[src/rtl/cordic_pkg.sv]
// cordic_pkg: fixed-point phase constants and sequencing state shared by the CORDIC blocks.
package cordic_pkg;
    localparam int PHASE_W = 19;
    localparam int FRAC_W = 16;
    localparam logic signed [PHASE_W-1:0] PI_Q3_16 = 19'sh3243F;
    localparam logic signed [PHASE_W:0] TWO_PI_Q3_16 = 20'sh6487F;
    typedef enum logic {EMPTY, PRIMED} state_e;
endpackage

[src/rtl/phase_wrap.sv]
// phase_wrap: combinational cur - prev, wrapped into [-pi, +pi] in (3,16) radians.
module phase_wrap
    import cordic_pkg::*;
(
    input  logic signed [PHASE_W-1:0] cur_i,
    input  logic signed [PHASE_W-1:0] prev_i,
    output logic signed [PHASE_W-1:0] diff_o
);
    localparam int DW = PHASE_W + 1;
    localparam logic signed [DW-1:0] PI_E = DW'(PI_Q3_16);
    logic signed [DW-1:0] d, w;
    assign d = DW'(cur_i) - DW'(prev_i);
    // Exactly +pi or -pi is left alone; only strict excursions are folded back.
    assign w = d > PI_E ? d - TWO_PI_Q3_16 : d < -PI_E ? d + TWO_PI_Q3_16 : d;
    assign diff_o = PHASE_W'(w);
endmodule

[src/rtl/cordic_phase_discriminator.sv]
// cordic_phase_discriminator: wrapped phase difference of consecutive samples, averaged over 2^LOG2_AVG.
// Define PHASE_DISC_SQUELCH_EN to drop samples with in_mag < SQUELCH_THR and flag them on out_squelch.
module cordic_phase_discriminator
    import cordic_pkg::*;
#(
    parameter int WIDTH = 16,
    parameter int PHASE_WIDTH = 19,
    parameter int LOG2_AVG = 2,
    parameter logic [WIDTH-1:0] SQUELCH_THR = 16'h0100
) (
    input  logic                   in_clk,
    input  logic                   in_rst,
    input  logic                   in_clear,
    input  logic                   in_valid,
    input  logic [PHASE_WIDTH-1:0] in_phase,
    input  logic [WIDTH-1:0]       in_mag,
    output logic                   out_valid,
    output logic [PHASE_WIDTH-1:0] out_freq,
    output logic                   out_squelch
);
    localparam int AW = PHASE_WIDTH + LOG2_AVG;
    localparam int CW = LOG2_AVG > 0 ? LOG2_AVG : 1;
    localparam logic [CW-1:0] CNT_LAST = CW'((1 << LOG2_AVG) - 1);

    if (PHASE_WIDTH != PHASE_W) begin : g_bad_phase_width
        $error("PHASE_WIDTH must be %0d", PHASE_W);
    end
    if (LOG2_AVG < 0 || LOG2_AVG > 8) begin : g_bad_log2_avg
        $error("LOG2_AVG must be within 0..8");
    end

    state_e state_q, state_d;
    logic signed [PHASE_WIDTH-1:0] prev_q, prev_d, diff_q, diff_d, wrap_diff, freq_q, freq_d;
    logic signed [AW-1:0] acc_q, acc_d, sum;
    logic [CW-1:0] cnt_q, cnt_d;
    logic dv_q, dv_d, vld_q, vld_d;
    logic low_mag, kill, accept, fire;

`ifdef PHASE_DISC_SQUELCH_EN
    logic sq_q, sq_d;
    assign low_mag = in_valid && in_mag < SQUELCH_THR;
    assign sq_d = in_clear ? sq_q : in_valid ? low_mag : sq_q;
    always_ff @(posedge in_clk or negedge in_rst)
        if (!in_rst) sq_q <= 1'b0;
        else         sq_q <= sq_d;
    assign out_squelch = sq_q;
`else
    logic unused_mag;
    assign low_mag = 1'b0;
    assign unused_mag = ^{in_mag, SQUELCH_THR};
    assign out_squelch = 1'b0;
`endif

    phase_wrap u_wrap (
        .cur_i  (in_phase),
        .prev_i (prev_q),
        .diff_o (wrap_diff)
    );

    // A squelched sample behaves exactly like a flush, including squashing stage 1.
    assign kill = in_clear | low_mag;
    assign accept = in_valid & ~kill;

    always_comb begin
        state_d = kill ? EMPTY : accept ? PRIMED : state_q;
        prev_d = accept ? in_phase : prev_q;
        dv_d = accept && state_q == PRIMED;
        diff_d = dv_d ? wrap_diff : diff_q;
        sum = acc_q + AW'(diff_q);
        fire = !kill && dv_q && cnt_q == CNT_LAST;
        acc_d = (kill || fire) ? '0 : dv_q ? sum : acc_q;
        cnt_d = (kill || fire) ? '0 : dv_q ? cnt_q + 1'b1 : cnt_q;
        vld_d = fire;
        freq_d = fire ? PHASE_WIDTH'(sum >>> LOG2_AVG) : freq_q;
    end

    always_ff @(posedge in_clk or negedge in_rst) begin
        if (!in_rst) begin
            state_q <= EMPTY;
            prev_q <= '0;
            diff_q <= '0;
            dv_q <= 1'b0;
            acc_q <= '0;
            cnt_q <= '0;
            vld_q <= 1'b0;
            freq_q <= '0;
        end else begin
            state_q <= state_d;
            prev_q <= prev_d;
            diff_q <= diff_d;
            dv_q <= dv_d;
            acc_q <= acc_d;
            cnt_q <= cnt_d;
            vld_q <= vld_d;
            freq_q <= freq_d;
        end
    end

    assign out_valid = vld_q;
    assign out_freq = freq_q;
endmodule

[config.mk]
export PLATFORM = sky130hd
export DESIGN_NAME = cordic_phase_discriminator
export DESIGN_NICKNAME = d
export VERILOG_FILES = /design/src/rtl/cordic_pkg.sv /design/src/rtl/phase_wrap.sv /design/src/rtl/cordic_phase_discriminator.sv
export SDC_FILE = /design/constraint.sdc
export NUM_CORES = 1
export LEC_CHECK = 0
export ABC_AREA = 1
export CAP_MARGIN = 20
export CORE_MARGIN = 5
export CORE_UTILIZATION = 55
export DETAILED_ROUTE_END_ITERATION = 8
export PLACE_DENSITY = 0.8
export SLEW_MARGIN = 20
export SYNTH_ARGS = -nofsm -noshare
export SYNTH_HDL_FRONTEND = slang
export SYNTH_SLANG_ARGS = --single-unit
[constraint.sdc]
create_clock -name in_clk -period 8.4 [get_ports in_clk]
set_input_delay 1.68 -clock in_clk [delete_from_list [all_inputs] [get_ports in_clk]]
set_output_delay 1.68 -clock in_clk [all_outputs]
set_load 0.01 [all_outputs]
==> results of run 1 <==
## cell families after synthesis
logic type,Yosys count,synth area share
AOI/OAI and AO/OA,126,0.1106
other,1,0.0005708
xor gates and xnor gates,26,0.03580
and+or+nand+nor,554,0.3668
DFF,83,0.3161
buffers and inverters,140,0.08398
adders and majority gates,44,0.08608
## tightest hold or removal path: cells and delay by family, from the launching register on
family           cells  cell delay [ns]
and+or+nand+nor      2             0.10
DFF                  1             0.34
## state kept, by name (all words and copies together) (netlist names)
name / cells
acc_q: 21
cnt_q: 2
diff_q: 19
dv_q: 1
out_freq: 19
out_valid: 1
prev_q: 19
state_q: 1
## power by group through the flow
stage          Sequential, mW  Clock [mW]  Combinational, mW
6_report                0.505       0.406              0.855
5_1_grt                 0.512       0.429              0.990
4_1_cts                 0.505       0.412              0.851
3_5_place_dp            0.511           0              0.845
3_3_place_gp            0.508           0              0.829
2_1_floorplan           0.496           0              0.694
## per-stage QoR
step	hold slack [ns]	total power, mW	util	worst slack (ns)
after floorplan	0.4531	1.191	-	4.411
after global placement	0.4623	1.336	0.6002	3.544
after detailed placement	0.4653	1.356	0.6002	3.491
after CTS	0.4821	1.768	0.6255	3.860
after global routing	0.4955	1.930	0.6263	3.498
final	0.4769	1.765	0.6263	3.882
## placed cells by master (no fill, tap or decap), drive strengths merged, types with 5 or more instances in the layout
| master | count |
|---|---|
| a21boi | 5 |
| a21oi | 37 |
| a22o | 5 |
| buf | 5 |
| clkbuf | 10 |
| clkdlybuf4s50 | 41 |
| dfrtp | 83 |
| ha | 42 |
| inv | 123 |
| nand2 | 376 |
| nand3 | 96 |
| nand3b | 6 |
| nand4 | 6 |
| nor2 | 49 |
| nor3 | 7 |
| o21ai | 66 |
| or2 | 10 |
| xnor2 | 10 |
| xor2 | 16 |
## area by class of cell
| cell class | instances | area (um^2) | area share |
|---|---|---|---|
| Multi-Input combinational cell | 751 | 3954 | 0.5323 |
| Timing Repair Buffer | 46 | 451.7 | 0.06081 |
| Sequential cell | 83 | 2077 | 0.2796 |
| Tap cell | 147 | 183.9 | 0.02476 |
| Clock inverter | 5 | 61.31 | 0.008253 |
| Inverter | 123 | 461.7 | 0.06215 |
| Clock buffer | 10 | 239.0 | 0.03217 |
## final timing paths
check | slack (ns) | cells past startpoint | end
max in group asynchronous | 6.53 | 1 | prev_q[9]
setup / recovery | 3.88 | 23 | diff_q[16]
hold / removal | 0.48 | 2 | out_freq[11]
setup reg to reg | 5.34 | 21 | diff_q[16]
min in group asynchronous | 1.36 | 1 | out_freq[0]
hold reg to reg | 0.48 | 2 | out_freq[11]
## metal layers
layer / vias up / global-route usage
met1: 2711 / 0.2609
met5: - / 0
met2: 105 / 0.3723
met3: 19 / 0.04226
li1: 3200 / -
met4: 0 / 0.06084
==> reports/summary.txt, run 1 <==
status = completed
Chip Width = 119.3 um
Critical Path Sink Type = flip-flop
Buf/Inv on CP = 6
most common cell in the netlist = nand2_1
max-cap check violation count = 0
crit share post-route = 0.5379
Worst R2R Start = prev_q[0]
Max Fclk = 221.3 MHz
Starting Density = 0.5539
area leader, netlist = dfrtp_1
Slew Viols, Final = 0
most used cell, CP = nand2_1
Seq cells post-synth = 83
I/O pin total = 60
post-route ant nets = 0
RSZ-0062 raised after global routing = false
CP startpoint = in_phase[0]
cell count after synthesis = 974
Ys Warns = 0
Post-synth ARST share = 1.000
max layer used = met4
post-CTS sizing = 0
P_sw = 0.7624 mW
critical path class = in -> reg
critical path fanouts, max = 16
IR drop worst, VDD = 0.1380 mV
initial DRC count = 416
crit-path cells = clkdlybuf4s50_1 > inv_1 > ha_1 > fa_1 > inv_1 > nand2_1 > nand2_2 > nand3_1 > nand2_1 > nand3_1 > nand2_1 > nand2_1 > nand2_2 > inv_1 > nor2_1 > nand2_1 > nand2_4 > nand2_4 > inv_2 > nand2_1 > nand2_1 > inv_1 > a21boi_1
hpwl dp = 10750 um
DRC = 0
number of global-route vias before repair = 5852
Setup crit start kind = input pin
global-route wire length before repair = 25350 um
CP top delay family = simple AND/OR/NAND/NOR gates
DR WL met3 = 517 um
post-CTS setup buffers = 0
gr usage total = 0.2110
share of layout cells above drive strength 1 = 0.07564
routed vias = 6035
Period minus WS final = 4.518 ns
DP Cell Count = 1150
Routed met2 length = 6746 um
endpoints failing hold = 0
Worst Tran Pin Value = 0.7242 ns
Final Skew = 0.01042 ns
grt total ovfl = 0
total CTS buffers = 9
crit path DAT = 4.79 ns
CTS Buffer Depth = 2
dominant synthesized flop cell = dfrtp_1
# port buffers = 42
Placer Congestion = 0.8892
combinational share of power = 0.484
setup TNS = 0 ns
Synth Net Count = 1057
sequential power share = 0.286
met1 WL = 6592 um
slew margin rel. = 0.5172
synthesized area per cell = 6.745 um^2
sw frac = 0.4319
routed len/inst = 12.08 um
DP Area = 7119 um^2
# clock sinks = 83
CTS H-tree lvls = 3
Core Region = 11860 um^2
clock slew at reported path FFs = 0.06 ns
CTS tree = built
hold_sp = out_freq[11]
die area = 14230 um^2
largest net degree at the start of global routing = 84
Std-Cell Rows = 40
Area Growth Syn to Fin = 13.06%
DRT Pass-1 Iters = 5
fillers = 1101
post-synthesis sequential area ratio = 0.3161
Root Driver = clkbuf_16
vias per cell = 5.180
synthesized cell area = 6570 um^2
initial antenna violation count = 0
final WL = 14070 um
max incr delay on CP = 0.45 ns
number of synthesized flops with an enable pin = 0
Nets = 1097
top cells by area, synth = dfrtp_1 32%, nand2_1 20%, ha_1 8.0%
fin cells = 1165
slowest CP cell = clkdlybuf4s50_1
P_int = 1.003 mW
clock latency on the worst-skew pair = 0.35 ns
Die Ht = 119.3 um
Cell variety after synth = 47
final instance area = 7428 um^2
PwrDens = 237.7 nW/um^2
hold_buf cts = 0
Post-synth top cells = 348 x nand2_1, 111 x inv_1, 95 x nand3_1, 83 x dfrtp_1, 61 x o21ai_0
required time worst endpoint = 8.67 ns
# diodes = 0
worst hold path class = reg -> reg
share of the synthesized area in the top cell type = 0.3161
clock share of power = 0.230
Lkg Pwr = 4.000 nW
final setup fails = 0
No activity file was read; power rests on OpenSTA's default activity.
==> run 2: changes to the inputs <==
Settings changed: CORE_UTILIZATION 55 to 53.
Clock period 8.4 ns to 3.7 ns, I/O delays scaled along.
==> run 2 against run 1 <==
  * Clock power rose to 2.5 times the previous value
  * Critical endpoint unchanged
  * Largest cell class unchanged
  * Sequential power up 130%
  * Final area increased by 4.3%
  * Final cell count is 4.6% higher
  * First-iteration DRC count shrank 14%
  * Worst hold slack got worse by 0.047 ns
==> reports/summary.txt, run 2 (synthesis results as in run 1) <==
status = completed
# port buffers = 42
global-route wire length before repair = 25800 um
Setup crit start kind = input pin
Final Skew = 0.006376 ns
# clock sinks = 83
Die Ht = 121.3 um
Final Power = 4.277 mW
vias per cell = 5.080
I/O pin total = 60
max-cap check violation count = 0
Buf/Inv on CP = 7
Nets = 1130
DRT Pass-1 Iters = 5
grt total ovfl = 0
initial antenna violation count = 0
required time worst endpoint = 3.97 ns
RSZ-0062 raised after global routing = false
initial DRC count = 359
share of layout cells above drive strength 1 = 0.1037
routed vias = 6193
clock latency on the worst-skew pair = 0.35 ns
die area = 14720 um^2
crit share post-route = 0.9184
CTS Buffer Depth = 2
CTS H-tree lvls = 3
Lkg Pwr = 4.178 nW
most used cell, CP = nand2_1
critical path fanouts, max = 12
total CTS buffers = 9
post-layout util = 0.6426
Worst Tran Pin Value = 0.7142 ns
Area Growth Syn to Fin = 17.98%
Root Driver = clkbuf_16
post-CTS setup buffers = 0
max incr delay on CP = 0.45 ns
final hold slack = 0.4299 ns
# diodes = 0
gr usage total = 0.2119
CP top delay family = simple AND/OR/NAND/NOR gates
IR drop worst, VDD = 0.3012 mV
slew margin rel. = 0.5238
crit-path cells = clkdlybuf4s50_1 > inv_1 > ha_1 > fa_1 > inv_1 > nand2_1 > nand2_2 > nand3_1 > nand2_1 > nand3_1 > nand2_1 > inv_1 > o21ai_1 > nand2_1 > nand2_4 > inv_2 > nand2_4 > nand2_4 > inv_2 > nand2_1 > nand2_1 > inv_1 > a21boi_1
critical path class = in -> reg
PwrDens = 551.8 nW/um^2
Slew Viols, Final = 0
endpoints failing hold = 0
worst hold path class = in -> async
largest net degree at the start of global routing = 84
number of global-route vias before repair = 5945
fillers = 1106
Chip Width = 121.3 um
clock slew at reported path FFs = 0.06 ns
routed len/inst = 11.72 um
DRC = 0
Critical Path Sink Type = flip-flop
Placer Congestion = 0.9200
max FFs per register = 21
crit path DAT = 3.67 ns
post-route ant nets = 0
Core Region = 12060 um^2
most common cell after layout, fill and taps aside = nand2_1
Starting Density = 0.5447
Max Fclk = 294.3 MHz
Period minus WS final = 3.398 ns
most frequent cells in the layout = 348 x nand2_1, 111 x inv_1, 95 x nand3_1
Std-Cell Rows = 40
slowest CP cell = clkdlybuf4s50_1
final setup fails = 0
post-CTS sizing = 0
final WL = 14290 um
hpwl dp = 11040 um
CTS tree = built
hold_buf cts = 0
most flop-heavy register = acc_q
-- run 2: cell types whose count changed in the layout (fill, tap and decap cells not counted), sizes merged --
cell | previous run | this run
inv | 123 | 122
clkbuf | 10 | 11
bufinv | 1 | 3
clkinv | 4 | 2
buf | 5 | 38
-- run 2: per-layer routing --
metal	vias up	wire (um)	global-route usage
met2	121	6690	0.3565
li1	3284	-	-
met4	0	361	0.08473
met3	26	547	0.03590
met1	2762	6687	0.2702
met5	-	0	0
-- run 2: final cells by class --
type	count	area, um^2	share of cell area
clock inverter	4	98.84	0.01275
multi-input combinational	751	3949	0.5094
inverter	123	461.7	0.05956
tap	168	210.2	0.02712
clock buffer	11	242.7	0.03132
sequential	83	2077	0.2680
timing repair buffer	79	711.9	0.09185
-- run 2: path summary, 6_finish.rpt --
path,from,end,slack [ns],cells past startpoint
max,in_phase[0],diff_q[16],0.30,23
min,in_rst,out_freq[1],0.43,1
max reg2reg,diff_q[0],acc_q[18],0.68,13
min reg2reg,out_freq[16],out_freq[16],0.47,2
max in group asynchronous,in_rst,diff_q[18],2.80,1
min in group in_clk,out_freq[16],out_freq[16],0.47,2
-- run 2: metrics by stage --
step	TNS (ns)	cell area, um^2	setup slack, ns	std cells
5_1_grt	0	7751	0.00005418	1219
3_3_place_gp	-0.06514	7406	-0.03095	1204
2_1_floorplan	0	6570	0.6505	974
3_5_place_dp	-0.5922	7406	-0.09230	1204
6_report	0	7751	0.3017	1219
4_1_cts	0	7747	0.2735	1219
-- run 2: power breakdown --
group | total [mW] | switching [mW] | internal (mW)
clock network | 1.03 | 0.360 | 0.675
logic | 2.10 | 1.29 | 0.811
registers | 1.14 | 0.0920 | 1.05
total | 4.28 | 1.74 | 2.54
